<file path="config.mk">
export PLATFORM = sky130hd
export DESIGN_NAME = temp_filter
export DESIGN_NICKNAME = d
export VERILOG_FILES = /design/src/rtl/temp_filter_pkg.sv /design/src/rtl/temp_filter_rise_det.sv /design/src/rtl/temp_filter.sv
export SDC_FILE = /design/constraint.sdc
export NUM_CORES = 1
export LEC_CHECK = 0
export BUFFER_PORTS_ARGS = -buffer_cell sky130_fd_sc_hd__buf_4
export CORE_AREA = 5 5 160 162
export DETAILED_ROUTE_END_ITERATION = 7
export DIE_AREA = 0 0 165 167
export SYNTH_ARGS = -nofsm -noshare
export SYNTH_HDL_FRONTEND = slang
export SYNTH_HIERARCHICAL = 1
export SYNTH_SLANG_ARGS = --single-unit
</file>
<file path="constraint.sdc">
create_clock -name clk -period 5.2 [get_ports clk]
set_input_delay 0.52 -clock clk [delete_from_list [all_inputs] [get_ports clk]]
set_output_delay 0.52 -clock clk [all_outputs]
set_load 0.005 [all_outputs]
</file>
<file path="src/rtl/temp_filter_pkg.sv">
// temp_filter_pkg: shared types and constants for the DS18B20 reading filter
package temp_filter_pkg;
  typedef enum logic {EMPTY, RUN} state_t;
  localparam int TEMP_W = 12;
  localparam logic [TEMP_W-1:0] DS_POWERON_VAL = 12'h550;
  function automatic int calc_sh(input int depth);
    return $clog2(depth);
  endfunction
endpackage

</file>
<file path="src/rtl/temp_filter_rise_det.sv">
// temp_filter_rise_det: one-cycle strobe on each rising edge of a level input
module temp_filter_rise_det (
  input  logic clk,
  input  logic rst,
  input  logic level,
  output logic rise
);
  logic prev;
  always_ff @(posedge clk or posedge rst)
    if (rst) prev <= 1'b0;
    else prev <= level;
  assign rise = level & ~prev;
endmodule

</file>
<file path="src/rtl/temp_filter.sv">
// temp_filter: spike-rejecting moving average over DS18B20 readings
module temp_filter
  import temp_filter_pkg::*;
#(
  parameter int DEPTH = 8,
  parameter int MAX_STEP = 32,
  parameter int REJECT_LIMIT = 3,
  parameter int DISCARD_85 = 1
) (
  input  logic              clk,
  input  logic              rst,
  input  logic [TEMP_W-1:0] raw_temp,
  input  logic              raw_done,
  output logic [TEMP_W-1:0] filt_temp,
  output logic              filt_valid,
  output logic              seeded,
  output logic              step_fault
);
  localparam int SH = calc_sh(DEPTH);
  localparam int SUM_W = TEMP_W + SH;
  localparam logic [12:0] MAX_D = 13'(MAX_STEP);
  localparam logic [2:0] LIM_M1 = 3'(REJECT_LIMIT - 1);
  state_t state_q, state_d;
  logic [TEMP_W-1:0] mem [DEPTH];
  logic [SUM_W-1:0] sum;
  logic [SH-1:0] wptr;
  logic [2:0] rej_cnt;
  logic [TEMP_W-1:0] avg;
  logic [12:0] d, diff;
  logic rise, seed, reseed, acc, rej, upd;
  temp_filter_rise_det u_rise (.clk(clk), .rst(rst), .level(raw_done), .rise(rise));
  assign avg = TEMP_W'(sum >> SH);
  assign d = {1'b0, raw_temp} - {1'b0, avg};
  assign diff = d[12] ? 13'd0 - d : d;
  always_comb begin
    seed = 1'b0;
    reseed = 1'b0;
    acc = 1'b0;
    rej = 1'b0;
    if (rise) begin
      if (state_q == EMPTY) seed = !(DISCARD_85 != 0 && raw_temp == DS_POWERON_VAL);
      else if (diff <= MAX_D) acc = 1'b1;
      else if (rej_cnt < LIM_M1) rej = 1'b1;
      else begin
        seed = 1'b1;
        reseed = 1'b1;
      end
    end
    state_d = seed ? RUN : state_q;
  end
  always_ff @(posedge clk or posedge rst)
    if (rst) begin
      state_q <= EMPTY;
      for (int i = 0; i < DEPTH; i++) mem[i] <= '0;
      sum <= '0;
      wptr <= '0;
      rej_cnt <= '0;
      upd <= 1'b0;
      filt_temp <= '0;
      filt_valid <= 1'b0;
      seeded <= 1'b0;
      step_fault <= 1'b0;
    end else begin
      state_q <= state_d;
      upd <= seed | acc;
      filt_valid <= upd;
      if (upd) filt_temp <= avg;
      if (reseed) step_fault <= 1'b1;
      if (seed) begin
        for (int i = 0; i < DEPTH; i++) mem[i] <= raw_temp;
        sum <= SUM_W'(raw_temp) << SH;
        wptr <= '0;
        rej_cnt <= '0;
        seeded <= 1'b1;
      end
      if (acc) begin
        sum <= sum - SUM_W'(mem[wptr]) + SUM_W'(raw_temp);
        mem[wptr] <= raw_temp;
        wptr <= wptr + 1'b1;
        rej_cnt <= '0;
      end
      if (rej) rej_cnt <= rej_cnt + 3'd1;
    end
endmodule

</file>
Word level (Yosys, flattened, before mapping)
Index checks and enable logic that the tools add are counted.
{ "classes": {"add_sub_neg": 6, "n_mul": 0, "div": 0, "magnitude_cmp": 4, "n_eq_ne": 1, "shifts": 0, "muxes": 28, "bitwise_logic": 4, "n_reduce_logical": 4} }
{ "op_table": {"columns": ["cell", "count"], "rows": [
  ["two-way mux 96 bit", 2],
  ["bitwise mux 96 bit", 1],
  ["binary-select mux 12 bit (select 3 bit)", 1],
  ["demux 12 bit (select 3 bit)", 1],
  ["two-way mux 12 bit", 3],
  ["two-way mux 15 bit", 2],
  ["adder 15 x 12 -> 15 bit", 1],
  ["subtractor 15 x 12 -> 15 bit", 1],
  ["less-or-equal comparator 13 x 6 -> 1 bit (second input constant)", 1],
  ["two-way mux 1 bit", 13],
  ["two-way mux 13 bit", 1],
  ["subtractor 1 x 13 -> 13 bit (first input constant)", 1],
  ["subtractor 12 x 12 -> 13 bit", 1],
  ["== test 12 x 11 -> 1 bit (second input constant)", 1],
  ["two-way mux 3 bit", 4],
  ["adder 3 x 1 -> 3 bit (second input constant)", 2],
  [">= comparator 4 bit (second input constant)", 1],
  ["less-than comparator 4 x 1 -> 1 bit (second input constant)", 1],
  ["inverter 3 -> 4 bit", 1],
  ["less-than comparator 3 x 2 -> 1 bit (second input constant)", 1],
  ["nonzero test 3 bit", 1],
  ["nonzero test 2 bit", 1],
  ["bitwise AND 1 bit", 1],
  ["logical AND 1 bit", 1],
  ["3 further kinds", 3]
]} }
{ "totals": {"ff_bits": 134, "latchBits": 0, "ramBits": 0, "romBits": 0, "word_cells": 64, "mem_count": 0} }

Longest topological paths before layout
{ "logic_depth": {"word_depth": 10, "ltp_mapped": 19, "depth_no_buf": 17} }

Cells and area by module
Netlist, hierarchy kept.
{ "modules_own_cells": {"columns": ["module", "n_inst", "cells_per_inst", "area_each_um2"], "rows": [
  ["temp_filter", 1, 661, 8160.3],
  ["temp_filter_rise_det", 1, 3, 42.5]
]} }

Least setup slack after synthesis
Ideal clock, no wire load.
{ "synth_timing": {"path_type": "reg-to-reg", "startpoint": "register wptr[0]", "endpoint": "register sum[14]", "setup_ns": 0.094, "t_arrival_ns": 5.182, "setup_slack_ns": -0.076, "stages_incl_launch_ff": 19, "n_path_buf": 2, "cell_sequence": "dfrtp_1 > buf_1 > buf_1 > mux4_2 > mux2_2 > fa_1 > inv_1 > fa_1 > a21oi_1 > o21bai_1 > a21o_1 > a31o_2 > a41oi_1 > nor4b_1 > o31ai_1 > a21oi_1 > xnor2_1 > mux2_2 > a211oi_1"} }
{ "synth_between": {"elab_chain_cells": 7} }
{ "synth_lines": {"columns": ["item", "line", "rtl"], "rows": [
  ["start, declared", "temp_filter.sv:26", "logic [SH-1:0] wptr;"],
  ["start signal, assigned", "temp_filter.sv:79", "wptr <= wptr + 1'b1;"],
  ["inverter 3 -> 4 bit (not written as such)", "temp_filter.sv:77", "sum <= sum - SUM_W'(mem[wptr]) + SUM_W'(raw_temp);"],
  ["binary-select mux 12 bit (select 3 bit)", "temp_filter.sv:77", null],
  ["two-way mux 12 bit (not written as such) (2 in series)", "temp_filter.sv:77", null],
  ["subtractor 15 x 12 -> 15 bit", "temp_filter.sv:77", null],
  ["adder 15 x 12 -> 15 bit", "temp_filter.sv:77", null],
  ["two-way mux 15 bit", "temp_filter.sv:76", "if (acc) begin"],
  ["end signal, assigned", "temp_filter.sv:71", "sum <= SUM_W'(raw_temp) << SH;"],
  ["end signal, assigned", "temp_filter.sv:77", null],
  ["end, declared", "temp_filter.sv:25", "logic [SUM_W-1:0] sum;"]
]} }
No other way between the ends. The select of a mux whose other input is x is not followed.
A chain may end at the register's enable or synchronous reset.

Final worst setup path
{ "layout_timing": {"startpoint": "register sum[3]", "endpoint": "register mem[77] (netlist name)"} }
{ "layout_between": {"elab_chain_cells": 10} }
{ "layout_lines": {"columns": ["item", "line", "rtl"], "rows": [
  ["subtractor 12 x 12 -> 13 bit (*)", "temp_filter.sv:33", "assign d = {1'b0, raw_temp} - {1'b0, avg};"],
  ["subtractor 1 x 13 -> 13 bit", "temp_filter.sv:34", "assign diff = d[12] ? 13'd0 - d : d;"],
  ["two-way mux 13 bit (*)", "temp_filter.sv:34", null],
  ["less-or-equal comparator 13 x 6 -> 1 bit (*)", "temp_filter.sv:42", "else if (diff <= MAX_D) acc = 1'b1;"],
  ["two-way mux 1 bit", "temp_filter.sv:42", null],
  ["two-way mux 1 bit", "temp_filter.sv:41", "if (state_q == EMPTY) seed = !(DISCARD_85 != 0 && raw_temp == DS_POWERON_VAL);"],
  ["two-way mux 1 bit", "temp_filter.sv:40", "if (rise) begin"],
  ["two-way mux 96 bit", "temp_filter.sv:69", "if (seed) begin"],
  ["bitwise mux 96 bit", "temp_filter.sv:78", "mem[wptr] <= raw_temp;"],
  ["two-way mux 96 bit (*)", "temp_filter.sv:76", null],
  ["end signal, assigned by index", "temp_filter.sv:78", null],
  ["end, declared", "temp_filter.sv:24", "logic [TEMP_W-1:0] mem [DEPTH];"]
]} }
Mark *: on every way between the ends. The rest lies on a longest branch, timed or not.

==> impl_metrics.ini <==
[run_status]
status = completed

[global_routing]
met2_usage_pct = 22.4
met1_usage_pct = 20.3
busiest_layer = met2
grt_pass1_vias = 5401
grt_usage_pct = 14.2
grt_antenna_before_repair = 0
grt_pass1_wl_um = 30500
grt_use_met3_pct = 2.57
grt_overflow = 0
grt_start_max_net_pins = 95

[floorplanning]
dieWidth_um = 165
core_area_mm2 = 0.0240
io_pins = 30
initial_core_util_pct = 34.2
rows = 57
die_h_um = 167
die-area_mm2 = 0.0276

[detailed_routing]
ant_nets = 0
routedWlPerCell_um = 18.2
drt_iter0_markers = 383
dr.pass1.iters = 4
vias = 5294
drcViolationCount = 0
wirelength_um = 18800
via_per_inst = 5.14

[critical_path]
slowest_delay_ns = 0.63
cp_top_family = compound AO/OA/AOI/OAI gates
path_cells = ha_1, inv_1, fa_1, a21o_1, a221oi_1, o21bai_1, a21oi_1, xor2_1, nand3_1, nor3_1, nor2_1, or4_4, o41a_1, mux2_1
path_max_fanout = 12
end_kind = flip-flop
path_class = flip-flop to flip-flop
arrival_ns = 5.12
worstPathRequired_ns = 5.49
worst-path-buf-inv = 1
slowest_stage = o41a_1
cp-start-kind = flip-flop
r2r_slack_ns = 0.38

[sta]
report.final.slew_viol_count = 0
rsz0062_at_grt = false
setup_tns_ns = 0
finClkSkew_ns = 0.0126
timing.fmax_mhz = 207
hold_viol_final = 0
relSlewSlack_pct = 40.1
finalCriticalPeriod_ns = 4.82
tightestPinTransition_ns = 0.899
finalCritPeriodShare_pct = 92.8
setup_viol_count_final = 0

[layout]
syn_to_final_growth_pct = 14.4
seq_area_mm2 = 0.00336
drive_above_1_share_pct = 31.9
n_fill_cell = 2288
nets = 750
utilization_pct = 39.2
multiInputGateArea_mm2 = 0.00441
antenna_cells = 0

[power]
p_switching_mw = 2.47
p_sw_share_pct = 37.9
ir_drop_mv = 0.269
p_leak_nw = 4.24
p_per_area_mw_per_mm2 = 693
p_int_mw = 4.04
p_comb_share_pct = 53.1
share_seq_of_total_power_pct = 28.4
pwr-share-clk_pct = 18.5

[logic_synthesis]
synthMostInstantiatedCell = dfrtp_1
synth.avg_cell_area_um2 = 12.4
synth_simple_gate_area_share_pct = 5.96
ys_seq_area_share_pct = 40.9
yosysWarnings = 6
ys.flop_type = dfrtp_1
synth_compound_area_share_pct = 9.69
synth_cell_types = 74
async_flop_share_pct = 100
synth_top_area_cell = dfrtp_1
synth_area_leaders = dfrtp_1 (41%), mux2_2 (8.5%), mux2_4 (7.3%)
synth_top_area_share_pct = 40.9
synthXorXnorAreaFrac_pct = 2.35
syn_area_mm2 = 0.00820
synth.area.mux_share_pct = 28.1
synthTopCellsByCount = dfrtp_1 (134), inv_1 (66), mux2_2 (62)
ys_seq_elements = 134
synth-edff-count = 0
yosys.area_share.adder_pct = 7.60
syn-num-nets = 721
synth_top_family_by_area = multiplexers
synthCells = 664

[clock_network]
cts_setup_buffers = 0
cts_tree = done
clock_path_buffers = 2
path_clk_slew_ns = 0.06
clockRootBuffer = clkbuf_16
insertion_delay_ns = 0.41
cts_sinks = 134
h-tree-depth = 4
cts_buffers = 17

[run]
drv_cap = 0

[placed_design]
gp_congestion = 0.860
hpwl_um = 13300
portBuffers = 29

[worst_hold_path]
hp-class = primary input to flip-flop
state kept, by name, summed over array words and instances (netlist names):
| signal | flops |
|---|---|
| filt_temp | 12 |
| filt_valid | 1 |
| mem | 96 |
| rej_cnt | 3 |
| state_q | 1 |
| step_fault | 1 |
| sum | 15 |
| u_rise/prev | 1 |
| upd | 1 |
| wptr | 3 |
metrics by stage:
| stage | cell area, um2 | cells | hold slack [ns] | worst slack (ns) | total power, mW |
|---|---|---|---|---|---|
| detailed placement | 8780 | 997 | 0.396 | 0.124 | 5.29 |
| global route | 9390 | 1030 | 0.208 | 0.0860 | 7.02 |
| CTS | 9380 | 1030 | 0.210 | 0.189 | 6.55 |
| global placement | 8780 | 997 | 0.394 | 0.128 | 5.24 |
| finish | 9390 | 1030 | 0.226 | 0.376 | 6.51 |
| floorplan | 8200 | 664 | 0.249 | 0.164 | 4.48 |
path summary, 6_finish.rpt:
| check | startpoint | cells after the start | end |
|---|---|---|---|
| max | sum[3] | 14 | mem[77] |
| min | raw_done | 1 | u_rise/prev |
| max reg2reg | sum[3] | 14 | mem[77] |
| min reg2reg | step_fault | 1 | step_fault |
| max in group asynchronous | rst | 4 | mem[28] |
| min in group asynchronous | rst | 3 | u_rise/prev |
final cells by class:
type,count,share of cell area [%]
Sequential cell,134,35.7
Multi-Input combinational cell,425,47.0
Inverter,66,2.69
Timing Repair Buffer,49,3.95
Tap cell,324,4.32
Clock inverter,12,1.52
Clock buffer,20,4.76
kinds of logic (layout without fill, tap and decap cells):
logic type / count (synthesis) / count (layout)
XOR/XNOR: 22 / 22
AO/OA/AOI/OAI: 104 / 104
adder cells (fa/ha/maj): 42 / 42
multiplexers: 170 / 170
AND/OR/NAND/NOR: 87 / 87
flip-flops: 134 / 134
buffers and inverters: 105 / 147
metal layers:
metal / up-vias / share of wire [%]
met5: - / 0
met4: 0 / 0.88
met3: 11 / 3.9
met2: 74 / 47
met1: 2719 / 48
li1: 2490 / -
what timing repair did:
| item | in CTS | in global routing |
|---|---|---|
| setup endpoints to repair | 0 | 1 |
| endpoints found under the hold margin | 1 | 0 |
| hold buffers | 1 | 0 |
| resized for setup | 0 | 2 |
cells in the final DEF (no fill, tap or decap), types with 4 or more instances in the layout:
master     count
nand3_1       10
nor2b_1        4
o21bai_1       6
nand2_1       11
a21o_1         7
mux2_4        40
nor2_1        17
a31o_2         4
clkbuf_16     17
dfrtp_1      132
xor2_1         9
mux4_2        24
o31a_1         7
a22o_1         4
mux2_2        62
inv_6          4
nor4_1         4
a211oi_1       4
inv_1         65
mux2_1        20
nor3_1         6
o21ai_0       12
buf_4         48
ha_1          29
xnor2_1       13
fa_1          13
a21oi_1       18
nand2b_1       4
mux2i_1       24
power by group through the flow:
stage / clock, mW / combinational, mW / sequential, mW
after floorplan: 0 / 2.73 / 1.75
after global placement: 0 / 3.39 / 1.85
after detailed placement: 0 / 3.44 / 1.86
after CTS: 1.23 / 3.47 / 1.85
after global routing: 1.27 / 3.84 / 1.91
final: 1.20 / 3.46 / 1.85
worst register-to-register path: stages (launching register included):
cell      delay (ns)
dfrtp_1         0.44
ha_1            0.20
inv_1           0.05
fa_1            0.43
a21o_1          0.25
a221oi_1        0.39
o21bai_1        0.22
a21oi_1         0.22
xor2_1          0.35
nand3_1         0.12
nor3_1          0.26
nor2_1          0.10
or4_4           0.61
o41a_1          0.63
mux2_1          0.43
No activity file was read; power rests on OpenSTA's default activity.
